`config.mk`:
```
export PLATFORM = sky130hd
export DESIGN_NAME = fir_coeff_loader
export DESIGN_NICKNAME = d
export VERILOG_FILES = /design/src/rtl/fir_coeff_loader.sv
export SDC_FILE = /design/constraint.sdc
export NUM_CORES = 1
export LEC_CHECK = 0
export CORE_MARGIN = 2
export CORE_UTILIZATION = 49
export CTS_BUF_LIST = sky130_fd_sc_hd__clkbuf_4 sky130_fd_sc_hd__clkbuf_8 sky130_fd_sc_hd__clkbuf_16
export DETAILED_ROUTE_END_ITERATION = 10
export PLACE_DENSITY = 0.76
export SYNTH_ARGS = -nofsm -noshare
export SYNTH_HDL_FRONTEND = slang
export SYNTH_SLANG_ARGS = --single-unit
```
`constraint.sdc`:
```
create_clock -name clk -period 2.1 [get_ports clk]
set_input_delay 0.63 -clock clk [delete_from_list [all_inputs] [get_ports clk]]
set_output_delay 0.63 -clock clk [all_outputs]
set_load 0.02 [all_outputs]
```
`src/rtl/fir_coeff_loader.sv`:
```
// Coefficient bank loader for the FIR: serial beats fill a shadow bank, and a
// correctly framed load is copied to the active bank in one edge when swap_en allows.
module fir_coeff_loader #(
   parameter int BITWIDTH = 16,
   parameter int N        = 16
) (
   input  logic                  clk,
   input  logic                  rst_n,
   input  logic                  start,
   input  logic                  s_valid,
   output logic                  s_ready,
   input  logic [BITWIDTH-1:0]   s_data,
   input  logic                  s_last,
   input  logic                  swap_en,
   output logic [BITWIDTH*N-1:0] coeffs,
   output logic                  coeff_update,
   output logic                  busy,
   output logic                  done,
   output logic                  err
);

   localparam int IW = $clog2(N);

   typedef enum logic [1:0] {IDLE, LOAD, DRAIN, COMMIT} state_t;

   state_t              state;
   state_t              state_next;
   logic [IW-1:0]       idx;
   logic [BITWIDTH-1:0] shadow [N];
   logic [BITWIDTH-1:0] active [N];
   logic                pulse;
   logic                xfer;
   logic                at_last_tap;

   assign xfer        = s_valid && s_ready;
   assign at_last_tap = (idx == IW'(N - 1));

   always_ff @(posedge clk or negedge rst_n) begin
      if (!rst_n) begin
         state <= IDLE;
      end else begin
         state <= state_next;
      end
   end

   always_comb begin
      state_next = state;
      unique case (state)
         IDLE:    if (start) state_next = LOAD;
         LOAD: begin
            if (xfer) begin
               if (s_last)           state_next = at_last_tap ? COMMIT : IDLE;
               else if (at_last_tap) state_next = DRAIN;
            end
         end
         DRAIN:   if (xfer && s_last) state_next = IDLE;
         COMMIT:  if (swap_en) state_next = IDLE;
         default: state_next = IDLE;
      endcase
   end

   // s_ready depends only on the registered state, so it never follows s_valid combinationally.
   always_comb begin
      s_ready      = (state == LOAD) || (state == DRAIN);
      busy         = (state != IDLE);
      coeff_update = pulse;
      done         = pulse;
   end

   always_ff @(posedge clk or negedge rst_n) begin
      if (!rst_n) begin
         idx   <= '0;
         err   <= 1'b0;
         pulse <= 1'b0;
         for (int i = 0; i < N; i++) begin
            shadow[i] <= '0;
            active[i] <= '0;
         end
      end else begin
         pulse <= 1'b0;
         unique case (state)
            IDLE: begin
               if (start) begin
                  idx <= '0;
                  err <= 1'b0;
               end
            end
            LOAD: begin
               if (xfer) begin
                  shadow[idx] <= s_data;
                  idx         <= idx + IW'(1);
                  if (s_last && !at_last_tap) err <= 1'b1;
               end
            end
            DRAIN: begin
               if (xfer && s_last) err <= 1'b1;
            end
            COMMIT: begin
               // Whole bank moves on one edge so the filter never sees a partial set.
               if (swap_en) begin
                  for (int i = 0; i < N; i++) active[i] <= shadow[i];
                  pulse <= 1'b1;
               end
            end
            default: ;
         endcase
      end
   end

   for (genvar g = 0; g < N; g++) begin : g_pack
      assign coeffs[BITWIDTH*g +: BITWIDTH] = active[g];
   end

endmodule

```
==> results of run 1 <==
## metal layers
| layer | part of all wire [%] | up-vias |
|---|---|---|
| met3 | 5.7 | 50 |
| li1 | - | 4861 |
| met5 | 0 | - |
| met1 | 46 | 5946 |
| met4 | 1.5 | 0 |
| met2 | 47 | 306 |
## state kept, by name, summed over array words and instances (netlist names)
name,flops
coeffs,256
coeff_update,1
idx,4
err,1
shadow,256
state,2
## placed cells by master, fill, tap and decap left out, drive strengths merged, types with 2 or more instances in the layout
| cell | instances |
|---|---|
| o21ai | 4 |
| a221oi | 2 |
| nand3b | 2 |
| and3 | 2 |
| clkinvlp | 2 |
| buf | 88 |
| nor2 | 20 |
| nand2 | 6 |
| ha | 9 |
| or3 | 3 |
| mux2 | 514 |
| dlygate4sd2 | 259 |
| clkdlybuf4s50 | 20 |
| clkbuf | 77 |
| nor2b | 2 |
| dfrtp | 520 |
| nor3 | 2 |
| nand2b | 5 |
| nand3 | 6 |
| clkinv | 5 |
| inv | 10 |
| a21oi | 3 |
## layout make-up
class / instances / area share [%]
tap: 525 / 2.60
clock inverter: 9 / 0.455
sequential: 520 / 51.4
timing repair buffer: 368 / 14.1
multi-input combinational: 586 / 25.3
clock buffer: 77 / 6.04
inverter: 9 / 0.133
## critical path: cells and delay by family (launching register included)
family / cells / cell delay (ns)
fa+ha+maj: 1 / 0.21
flops: 1 / 0.39
buf+inv: 2 / 0.25
## per-stage QoR
stage	instances	power [mW]	setup TNS, ns	hold WS, ns
3_3_place_gp	2006	22.1	-76.00	0.482
3_5_place_dp	2006	22.4	-79.59	0.489
6_report	2094	30.4	0	0.489
5_1_grt	2094	31.8	-0.00851	0.510
4_1_cts	2093	30.6	-0.0337	0.482
2_1_floorplan	1182	18.3	0	0.334
## final timing paths
path                          endpoint  depth (start not counted)  startpoint
max                            s_ready                          3    state[0]
min                        coeffs[163]                          1  shadow[83]
max reg2reg                 shadow[33]                          6    state[0]
min reg2reg                coeffs[163]                          1  shadow[83]
max in group asynchronous  shadow[122]                          3       rst_n
min in group asynchronous    shadow[1]                          2       rst_n
## repair_timing
action / in CTS / in global routing
resized for setup: 269 / 4
hold endpoints to repair: 30 / 0
endpoints found under the setup margin: 262 / 83
hold buffers: 1 / 0
buffers inserted: 0 / 1
pin swaps: 0 / 0
## cells by family (layout without fill, tap and decap cells)
family          Yosys count  in the layout  synth area share [%]
simple gates             48             48                  1.50
buf+inv                  76            463                  1.96
flops                   520            520                  65.8
mux                     515            515                  29.7
fa+ha+maj                 9              9                 0.569
compound gates           14             14                 0.468
## power breakdown
part / switching, mW / internal [mW] / leakage (nW)
combinational: 3.74 / 3.79 / 5.67
clock: 3.76 / 5.15 / 0.820
sequential: 1.48 / 12.5 / 7.02
total: 8.98 / 21.4 / 13.5
==> results.tsv, run 1 <==
metric	value	unit
status	complete, no violations	
drtIter0Drc	462	
ys_ff_latch	520	
grt_most_used_layer	met2	
min_period_over_period	97.9	%
fillers	2986	
rows	73	
num_vias	11163	
worstPathMaxFanout	3	
max-cap-violations	0	
clkSlewWorstSetupHoldPaths	0.06	ns
met3_usage	4.01	%
start_util	49.7	%
setup_violations	0	
synth_area_leader_cell	dfrtp_1	
seq_area	13000	µm²
syn_area_per_cell	16.7	µm²
crit_chain	inv_2 -> ha_4 -> buf_4	
syn_inst	1182	
synth_top_area_share	65.8	%
critPathMaxStageDelay	0.39	ns
min_path_type	register to register	
hold_violations	0	
htree_levels	2	
finClkSkew	0.0260	ns
dp_hpwl	30.6	mm
synth_edf_count	0	
synth_flop_cell	dfrtp_1	
dr.pass1.iters	4	
synthArstFlopShare	100	%
numClockSinks	520	
drive_gt1_share	45.4	%
critPathSlowestCell	dfrtp_1	
fin_crit	2.06	ns
gr-total-overflow	0	
leakagePower	13.5	nW
tightest_slew	0.429	ns
cp_data_required_time	1.47	ns
antenna_found_initial	3	
cts_tree	built	
crit_path_start_kind	register	
clock-root-buffer	clkbuf_16	
fin_area	25300	µm²
core_area	39800	µm²
syn_nets	1213	
relSlewSlack	70.6	%
die-area	42000	µm²
yosysMostFrequentCell	dfrtp_1	
synth_commonest_cells	dfrtp_1, mux2_2, buf_2, mux2_4, clkbuf_1	
post-place-ws	-0.291	ns
portBuffers	282	
drc	0	
wl_per_cell	22.1	µm
met2_usage	35.6	%
cts_made_buffers	51	
use_met1	32.9	%
yosysUniqueCellTypes	31	
clockBufferDepth	3	
cp-end-kind	output port	
yosysSeqAreaShare	65.8	%
fin_nets	1567	
grt_max_degree	76	
synth.top_cells.by_area	dfrtp_1, mux2_2, mux2_4	
worstPathArrival	1.43	ns
area_delta_synth_final	28.0	%
max_freq	486	MHz
clk_latency	0.60	ns
die_h	205	µm
grt_pass1_wl	72.0	mm
dpl_cell_area	24000	µm²
grt_usage	22.6	%
syn-cell-area	19800	µm²
path_class	register to output port	
antenna_left	0	
antenna_cells	0	
io-pin-count	283	
final_util	63.5	%
ir_drop	0.000697	V
grt_pass1_vias	11897	
viasPerCell	5.33	
finalWorstSetupSlack	0.0431	ns
slew_violations	0	
rrSetupSlack	0.18	ns
powerDensity	1200	nW/µm²
gp_congestion	0.771	
multi_input_area	6400	µm²
synth_warnings	0	
wl	46.4	mm
die_w	205	µm
Note: power is estimated with default switching activity, not from simulation.
==> run 2: changes to the inputs <==
--- a/config.mk
+++ b/config.mk
@@ -5,6 +5,7 @@
 export SDC_FILE = /design/constraint.sdc
 export NUM_CORES = 1
 export LEC_CHECK = 0
+export ABC_CLOCK_PERIOD_IN_PS = 2100
 export CORE_MARGIN = 2
 export CORE_UTILIZATION = 49
 export CTS_BUF_LIST = sky130_fd_sc_hd__clkbuf_4 sky130_fd_sc_hd__clkbuf_8 sky130_fd_sc_hd__clkbuf_16
==> results of run 2 <==
Final layout, timing and power as in run 1 (identical DEF).
